[src/rtl/stream_stats_monitor.sv]
// stream_stats_monitor: per-channel statistics and a recent-sample FIFO for a
// tagged sample stream.
//   clk, rst           clock; synchronous active-high reset
//   s_valid/s_ch/s_data/s_err   sample input
//   clear              synchronous clear of stats and FIFO
//   rd_ch/rd_bin       readout select; txn_count..hist_count registered (latency 1)
//   bad_ch_cnt         samples on channels >= NUM_CH (live counter)
//   f_valid/f_data/f_ch/f_ready  show-ahead FIFO of good samples
//   f_drops            entries overwritten while full (live counter)

// Per-channel statistics.
module stream_stats_ch #(
  parameter int DATA_W        = 8,
  parameter int HIST_BINS     = 16,
  parameter int HIST_W        = 16,
  parameter int CNT_W         = 32,
  parameter int SUM_W         = 32,
  parameter int MIN_SKIP_ZERO = 1
) (
  input  logic                              clk,
  input  logic                              clr,
  input  logic                              upd,
  input  logic                              err,
  input  logic [DATA_W-1:0]                 data,
  output logic [CNT_W-1:0]                  txn,
  output logic [CNT_W-1:0]                  errc,
  output logic [SUM_W-1:0]                  sum,
  output logic [DATA_W-1:0]                 maxv,
  output logic [DATA_W-1:0]                 minv,
  output logic [HIST_BINS-1:0][HIST_W-1:0]  hist
);
  localparam int BIN_W = $clog2(HIST_BINS);
  // One extra bit catches the carry for sum saturation.
  localparam int AW = ((SUM_W > DATA_W) ? SUM_W : DATA_W) + 1;

  logic [AW-1:0]    sum_nx;
  logic [BIN_W-1:0] bin;
  assign sum_nx = AW'(sum) + AW'(data);
  assign bin    = data[BIN_W-1:0];

  always_ff @(posedge clk) begin
    if (clr) begin
      txn  <= '0;
      errc <= '0;
      sum  <= '0;
      maxv <= '0;
      minv <= '1;
      hist <= '0;
    end else if (upd) begin
      if (~&txn) txn <= txn + 1'b1;
      if (err) begin
        if (~&errc) errc <= errc + 1'b1;
      end else begin
        sum <= (sum_nx > AW'({SUM_W{1'b1}})) ? '1 : sum_nx[SUM_W-1:0];
        if (data > maxv) maxv <= data;
        if (data < minv && !(MIN_SKIP_ZERO != 0 && data == '0)) minv <= data;
        if (~&hist[bin]) hist[bin] <= hist[bin] + 1'b1;
      end
    end
  end
endmodule

module stream_stats_monitor #(
  parameter int DATA_W        = 8,
  parameter int NUM_CH        = 4,
  parameter int HIST_BINS     = 16,
  parameter int HIST_W        = 16,
  parameter int CNT_W         = 32,
  parameter int SUM_W         = 32,
  parameter int FIFO_DEPTH    = 8,
  parameter int MIN_SKIP_ZERO = 1,
  localparam int CH_W  = (NUM_CH > 1) ? $clog2(NUM_CH) : 1,
  localparam int BIN_W = $clog2(HIST_BINS)
) (
  input  logic              clk,
  input  logic              rst,
  input  logic              s_valid,
  input  logic [CH_W-1:0]   s_ch,
  input  logic [DATA_W-1:0] s_data,
  input  logic              s_err,
  input  logic              clear,
  input  logic [CH_W-1:0]   rd_ch,
  input  logic [BIN_W-1:0]  rd_bin,
  output logic [CNT_W-1:0]  txn_count,
  output logic [CNT_W-1:0]  err_count,
  output logic [SUM_W-1:0]  data_sum,
  output logic [DATA_W-1:0] max_val,
  output logic [DATA_W-1:0] min_val,
  output logic [HIST_W-1:0] hist_count,
  output logic [CNT_W-1:0]  bad_ch_cnt,
  output logic              f_valid,
  output logic [DATA_W-1:0] f_data,
  output logic [CH_W-1:0]   f_ch,
  input  logic              f_ready,
  output logic [CNT_W-1:0]  f_drops
);
  localparam int PTR_W = $clog2(FIFO_DEPTH);

  typedef struct packed {
    logic [CH_W-1:0]   ch;
    logic [DATA_W-1:0] data;
  } fent_t;

  typedef enum logic [1:0] {F_EMPTY, F_PARTIAL, F_FULL} fst_t;

  logic clr_all, ch_ok, acc, push, pop;
  assign clr_all = rst | clear;
  assign ch_ok   = 32'(s_ch) < NUM_CH;
  // Clear/reset wins over a same-cycle sample.
  assign acc     = s_valid & ch_ok & ~clr_all;
  assign push    = acc & ~s_err;
  assign pop     = f_valid & f_ready;

  logic [NUM_CH-1:0][CNT_W-1:0]                 txn_a, err_a;
  logic [NUM_CH-1:0][SUM_W-1:0]                 sum_a;
  logic [NUM_CH-1:0][DATA_W-1:0]                max_a, min_a;
  logic [NUM_CH-1:0][HIST_BINS-1:0][HIST_W-1:0] hist_a;

  for (genvar g = 0; g < NUM_CH; g++) begin : g_ch
    stream_stats_ch #(
      .DATA_W(DATA_W), .HIST_BINS(HIST_BINS), .HIST_W(HIST_W),
      .CNT_W(CNT_W), .SUM_W(SUM_W), .MIN_SKIP_ZERO(MIN_SKIP_ZERO)
    ) u_ch (
      .clk (clk),
      .clr (clr_all),
      .upd (acc && 32'(s_ch) == g),
      .err (s_err),
      .data(s_data),
      .txn (txn_a[g]),
      .errc(err_a[g]),
      .sum (sum_a[g]),
      .maxv(max_a[g]),
      .minv(min_a[g]),
      .hist(hist_a[g])
    );
  end

  // Readout captures the pre-update state at the edge; an out-of-range
  // rd_ch reads back as the cleared state.
  always_ff @(posedge clk) begin
    if (clr_all || !(32'(rd_ch) < NUM_CH)) begin
      txn_count  <= '0;
      err_count  <= '0;
      data_sum   <= '0;
      max_val    <= '0;
      min_val    <= '1;
      hist_count <= '0;
    end else begin
      txn_count  <= txn_a[rd_ch];
      err_count  <= err_a[rd_ch];
      data_sum   <= sum_a[rd_ch];
      max_val    <= max_a[rd_ch];
      min_val    <= min_a[rd_ch];
      hist_count <= hist_a[rd_ch][rd_bin];
    end
  end

  always_ff @(posedge clk) begin
    if (clr_all)                          bad_ch_cnt <= '0;
    else if (s_valid && !ch_ok && ~&bad_ch_cnt) bad_ch_cnt <= bad_ch_cnt + 1'b1;
  end

  // Recent-sample FIFO, overwrite-oldest when full.
  fent_t            mem [FIFO_DEPTH];
  logic [PTR_W-1:0] head, tail;
  logic [PTR_W:0]   cnt, cnt_nx;
  fst_t             fst;
  logic             head_inc, drop;

  always_comb begin
    cnt_nx   = cnt;
    head_inc = pop;
    drop     = 1'b0;
    if (push && !pop) begin
      if (fst == F_FULL) begin
        drop     = 1'b1;
        head_inc = 1'b1;
      end else begin
        cnt_nx = cnt + 1'b1;
      end
    end else if (!push && pop) begin
      cnt_nx = cnt - 1'b1;
    end
  end

  always_ff @(posedge clk) begin
    if (clr_all) begin
      head    <= '0;
      tail    <= '0;
      cnt     <= '0;
      fst     <= F_EMPTY;
      f_valid <= 1'b0;
      f_drops <= '0;
    end else begin
      if (push)     tail <= tail + 1'b1;
      if (head_inc) head <= head + 1'b1;
      if (drop && ~&f_drops) f_drops <= f_drops + 1'b1;
      cnt     <= cnt_nx;
      f_valid <= cnt_nx != '0;
      if (cnt_nx == '0)                          fst <= F_EMPTY;
      else if (cnt_nx == (PTR_W+1)'(FIFO_DEPTH)) fst <= F_FULL;
      else                                       fst <= F_PARTIAL;
    end
  end

  always_ff @(posedge clk) begin
    if (push) mem[tail] <= '{ch: s_ch, data: s_data};
  end

  assign f_data = mem[head].data;
  assign f_ch   = mem[head].ch;
endmodule

[config.mk]
export PLATFORM = sky130hd
export DESIGN_NAME = stream_stats_monitor
export DESIGN_NICKNAME = d
export VERILOG_FILES = /design/src/rtl/stream_stats_monitor.sv
export SDC_FILE = /design/constraint.sdc
export NUM_CORES = 2
export LEC_CHECK = 0
export CORE_MARGIN = 3
export CORE_UTILIZATION = 65
export DETAILED_ROUTE_END_ITERATION = 12
export DONT_BUFFER_PORTS = 1
export PLACE_DENSITY = 0.81
export RECOVER_POWER = 100
export SYNTH_ARGS = -nofsm -noshare
export SYNTH_HDL_FRONTEND = slang
export SYNTH_HIERARCHICAL = 1
export SYNTH_SLANG_ARGS = --single-unit
export TNS_END_PERCENT = 30
[constraint.sdc]
create_clock -name clk -period 9.15 [get_ports clk]
set_input_delay 1.3725 -clock clk [delete_from_list [all_inputs] [get_ports clk]]
set_output_delay 1.3725 -clock clk [all_outputs]
set_load 0.05 [all_outputs]
Word-level counts from Yosys, hierarchy flattened
Memory sizes are Yosys's and may differ from the RTL's. A register that Yosys moved wholly into a read port is not among the register bits. Cells that the tools add are included.

Register bits: 1645. RAM bits: 80. Bits of input ports: 22. Output and inout port bits: 203. Word-level logic and storage cells: 259. Memories: 1.

Memory list: mem (words 8, bits a word 10, read ports 1, clocked after Yosys merged registers in 1, write ports 1, line 164) `fent_t mem [FIFO_DEPTH];`.

Add/sub/neg operators: 21. Magnitude comparators: 16. Eq/ne operators: 5. Multiplexer cells: 44. Bitwise logic cells: 18. Reduce and logical (&&, ||, !) cells: 58.

Operators with widths (number): 256-bit bitwise mux (4); 256-bit binary-select mux with 2-bit select (1); 16-bit binary-select mux with 4-bit select (5); 32-bit by 1-bit adder with 32-bit output (second input constant) (9); 32-bit AND reduction (9); 256-bit 2-to-1 mux (1); 32-bit 2-to-1 mux (7); 32-bit binary-select mux with 2-bit select (3); 32-bit by 8-bit adder with 33-bit output (4); 33-bit by 32-bit > comparator with 1-bit output (second input constant) (4); 16-bit 2-to-1 mux (6); 16-bit by 1-bit adder with 16-bit output (second input constant) (4); 16-bit demux with 4-bit select (1); 16-bit AND reduction (4); 3-bit AND reduction (16); 8-bit binary-select mux with 2-bit select (2); 8-bit > comparator (4); 8-bit less-than comparator (4); 8-bit 2-to-1 mux (2); 2-bit AND reduction (8); 1-bit NOT (14); 1-bit logical AND (12); 4-bit 2-to-1 mux (3); 4-bit by 5-bit less-than comparator with 1-bit output (second input constant) (2); other kinds (19) (33).

Logic depth before layout (Yosys ltp)
Word-level depth: 10. Mapped depth: 18.

Hierarchy
Netlist, hierarchy kept.

Modules (own cells, without submodules): stream_stats_ch (g_ch[0].u_ch ...) (instances 2, cells an instance 1690, area each 16941.2 sq um, sequential area each 7367.1 sq um); stream_stats_monitor (instances 1, cells an instance 1433, area each 19707.7 sq um, sequential area each 5925.7 sq um); stream_stats_ch (g_ch[1].u_ch) (instances 1, cells an instance 1713, area each 17505.5 sq um, sequential area each 7367.1 sq um); stream_stats_ch (g_ch[3].u_ch) (instances 1, cells an instance 1729, area each 17372.9 sq um, sequential area each 7367.1 sq um).

Worst setup path before layout
Ideal clock, no wire load.

Kind: input to register. From: in s_data[0]. To: reg g_ch[3].u_ch/hist[107] (netlist bit). Library setup time: 0.128 ns. Arrival: 4.871 ns. Data required time: 9.022 ns. Path slack: 4.152 ns. Stages on the path: 17. Path buffers: 6. Cell sequence: buf_6 -> buf_12 -> buf_6 -> mux4_2 -> a22oi_1 -> nand2_2 -> buf_1 -> ha_1 -> nor2b_1 -> and4_1 -> o211ai_2 -> nor4_4 -> buf_8 -> nor3_2 -> buf_6 -> mux2i_1 -> nor2_1.

Longest elaborated chain between the ends: 5. Elaborated cells on any way between the ends: 12. Those cells by class: 1 x add/sub; 2 x order compare; 5 x mux; 1 x bitwise; 3 x reduce/logical.

Ends and longest elaborated chain: start, declared (line 79) `input logic [DATA_W-1:0] s_data,`; parallel branches: the longest is 5 deep, another holds 16-bit by 1-bit adder with 16-bit output; end signal, assigned (line 48) `hist <= '0;`; end, declared (line 30) `output logic [HIST_BINS-1:0][HIST_W-1:0] hist`.

Several ways; the timed one is not identified. The select of a mux whose other input is x is not followed. A chain may end at the register's enable or synchronous reset.

Worst setup path in the final report
From: in s_data[1]. To: reg g_ch[0].u_ch/hist[222] (netlist bit).

Longest elaborated chain between the ends: 5. Elaborated cells on any way between the ends: 12. Those cells by class: 1 x add/sub; 2 x order compare; 5 x mux; 1 x bitwise; 3 x reduce/logical.

Ends and longest elaborated chain (line): parallel branches: the longest is 5 deep, another holds 16-bit by 1-bit adder with 16-bit output; end signal, assigned (48); end, declared (30).

Several ways; the timed one is not identified. The select of a mux whose other input is x is not followed.

==> flow_summary.json <==
{
  "status": "finished, violations left",
  "violations": "capacitance limit, slew limit",
  "synth_cell_types": 104,
  "first_global_vias": 68800,
  "grt_usage_pct": 42.6,
  "dr_total_vias": 72600,
  "numCtsBuffers": 176,
  "finalMaxSlewViolations": 1085,
  "drive_gt1_share_pct": 16.0,
  "tritoncts": "yes",
  "die_h_um": 375,
  "ys_ff_latch": 1728,
  "finalPower_mw": 15.5,
  "crit_required_ns": 9.82,
  "finalSetupTns_ns": 0,
  "maxSlewHeadroom_pct": -126,
  "grt_max_degree": 370,
  "synth_edf_count": 80,
  "syn_inst": 8255,
  "drt-initial-drc-count": 12400,
  "critPathLaunchType": "primary input",
  "fp.dieArea_sq_um": 141000,
  "crit_path_end_kind": "flip-flop",
  "path_class": "primary input to flip-flop",
  "drv_cap": 47,
  "synth.avg_cell_area_sq_um": 10.7,
  "io_buffers": 0,
  "grt_setup_unrepaired": "no",
  "holdPathStages": 2,
  "synth-seq-area-share_pct": 40.0,
  "finalCritPeriodShare_pct": 83.6,
  "p_leak_nw": 30.1,
  "post_cts.repair.setup_buffers": 0,
  "dp_hpwl_um": 189000,
  "dr.pass1.iters": 9,
  "finalCriticalPeriod_ns": 7.65,
  "antenna_found_initial": 19,
  "cts-htree-levels": 4,
  "die_w_um": 375,
  "finalSetupViolCount": 0,
  "p_per_area_nw_per_um2": 167,
  "grt-ovfl-total": 0,
  "drtAntennaViolNets": 0,
  "nets": 8077,
  "max_freq_mhz": 131,
  "hold_path_class": "flip-flop to flip-flop",
  "cts_resized": 0,
  "cts_hold_buf": 0,
  "wirelength_um": 307000,
  "clk-insertion-delay-late_ns": 0.84,
  "worstMarginPinSlew_ns": 3.40,
  "rows": 134,
  "critPathMaxFanout": 310,
  "cts_root_buf": "clkbuf_16",
  "drc": 0,
  "reg2reg_depth": 11,
  "fillers": 9563,
  "cts_sinks": 1728,
  "skew_ns": 0.0437,
  "core_region_area_sq_um": 134000,
  "hold_viol_final": 0,
  "clock_path_buffers": 3,
  "ios": 225,
  "synth-main-ff-cell": "dfxtp_1",
  "routedWlPerCell_um": 31.1,
  "async_flop_share_pct": 0,
  "ir_drop_v": 0.000158,
  "area_delta_synth_final_pct": 5.23,
  "yosysWarnings": 6,
  "gp_congestion": 1.02,
  "worstPathArrival_ns": 8.32,
  "viasPerCell": 7.36,
  "syn_area_sq_um": 88500,
  "clkTransAtPathRegs_ns": 0.06,
  "grt_pass1_wl_um": 449000,
  "start_util_pct": 65.9
}
flip-flops by register name, summed over array words and instances, names as in the netlist, 16 cells and up, named ones only:
name	flops
g_ch.u_ch/hist	1024
g_ch.u_ch/errc	128
g_ch.u_ch/sum	128
g_ch.u_ch/txn	128
mem	80
data_sum	32
err_count	32
f_drops	32
g_ch.u_ch/maxv	32
g_ch.u_ch/minv	32
txn_count	32
hist_count	16
cell type report:
class / count / area, sq um / area share (%)
clock inverter: 61 / 701 / 0.753
timing repair buffer: 164 / 1090 / 1.17
sequential: 1728 / 35400 / 38.0
multi-input combinational: 5738 / 48000 / 51.6
tap: 1768 / 2210 / 2.38
clock buffer: 258 / 5150 / 5.53
antenna: 11 / 27.5 / 0.0296
inverter: 134 / 510 / 0.548
path summary, 6_finish.rpt:
check | startpoint | end | slack, ns
hold / removal | g_ch[3].u_ch/sum[13] | g_ch[3].u_ch/sum[13] | 0.49
hold reg to reg | g_ch[3].u_ch/sum[13] | g_ch[3].u_ch/sum[13] | 0.49
setup / recovery | s_data[1] | g_ch[0].u_ch/hist[222] | 1.50
setup reg to reg | g_ch[0].u_ch/hist[176] | g_ch[0].u_ch/hist[222] | 2.49
kinds of logic (layout without fill, tap and decap cells):
logic type	after synthesis	count (layout)	share of synthesized area, %
adders and majority gates	113	113	1.63
buffers and inverters	820	617	5.11
AOI/OAI and AO/OA	1349	1349	11.9
muxes	1270	1270	23.5
other	1	43	0.00424
and+or+nand+nor	2679	2679	15.0
xor gates and xnor gates	295	295	2.93
DFF	1728	1728	40.0
cells in the mapped netlist, types with 30 or more instances:
master	count	area (sq um)
dfxtp_1	1648	33000
a21oi_1	218	1090
ha_1	109	1360
nor2b_1	45	282
nor3_4	30	488
o21ai_0	160	801
nand2_1	292	1100
clkbuf_1	338	1270
a21o_1	31	233
and2_1	140	876
and3_1	81	507
nor3_1	90	450
a211oi_2	231	2890
a211oi_1	294	2210
a22oi_1	146	1100
mux2i_1	615	6160
and4_1	53	464
nand4_1	97	607
a311oi_1	44	385
nand3_1	151	756
buf_6	100	1130
inv_1	133	499
nor4_1	30	188
nand2b_1	41	257
buf_2	111	556
or3_1	48	300
buf_4	100	751
mux4_2	631	14200
xnor2_1	116	1020
edfxtp_1	80	2400
nor2_1	1437	5390
xor2_1	178	1560
worst max-delay path: stages:
cell and delay, ns:
mux4_2 1.04, a22oi_1 0.30, nand2_1 0.23, nand4_1 0.37, nor4bb_4 0.08, buf_4 0.27, nor3_1 2.40, clkbuf_1 1.15
mux2i_1 0.31, nor2_1 0.06
metal layers:
layer	up-vias	routed length, um	global-route usage (%)
met5	-	270	0.480
met4	13	27100	29.5
met3	1668	48500	18.1
met2	6172	126000	59.9
met1	34900	105000	52.8
li1	29900	-	-
stage by stage:
stage / setup WS [ns] / cell area [sq um] / util [%] / hold WS (ns) / cells
2_1_floorplan: 4.15 / 88600 / - / 0.448 / 8286
3_3_place_gp: 3.48 / 88300 / 65.8 / 0.466 / 9531
3_5_place_dp: 3.38 / 88300 / 65.8 / 0.479 / 9531
4_1_cts: 4.20 / 94200 / 70.1 / 0.489 / 9850
5_1_grt: 1.86 / 93100 / 69.3 / 0.518 / 9851
6_report: 1.50 / 93100 / 69.3 / 0.494 / 9862
cells in the final DEF, fill, tap and decap left out, types with 94 or more instances in the layout:
cell type  count
dfxtp_1     1648
nor2_1      1435
mux4_2       631
mux2i_1      615
a211oi_1     389
nand2_1      292
a21oi_1      218
clkbuf_16    180
xor2_1       176
o21ai_0      162
nand3_1      151
a22oi_1      147
a211oi_2     136
inv_1        132
ha_1         109
buf_4        105
xnor2_1      104
nor3_1       100
nand4_1       98
and2_1        94
power breakdown:
group | total [mW] | switching [mW] | internal (mW) | leakage, nW
logic | 0.539 | 0.351 | 0.188 | 13.3
registers | 7.60 | 0.0173 | 7.58 | 14.0
clock network | 7.36 | 3.16 | 4.20 | 2.88
total | 15.5 | 3.53 | 12.0 | 30.1
Power figures use the tool's default switching activity.
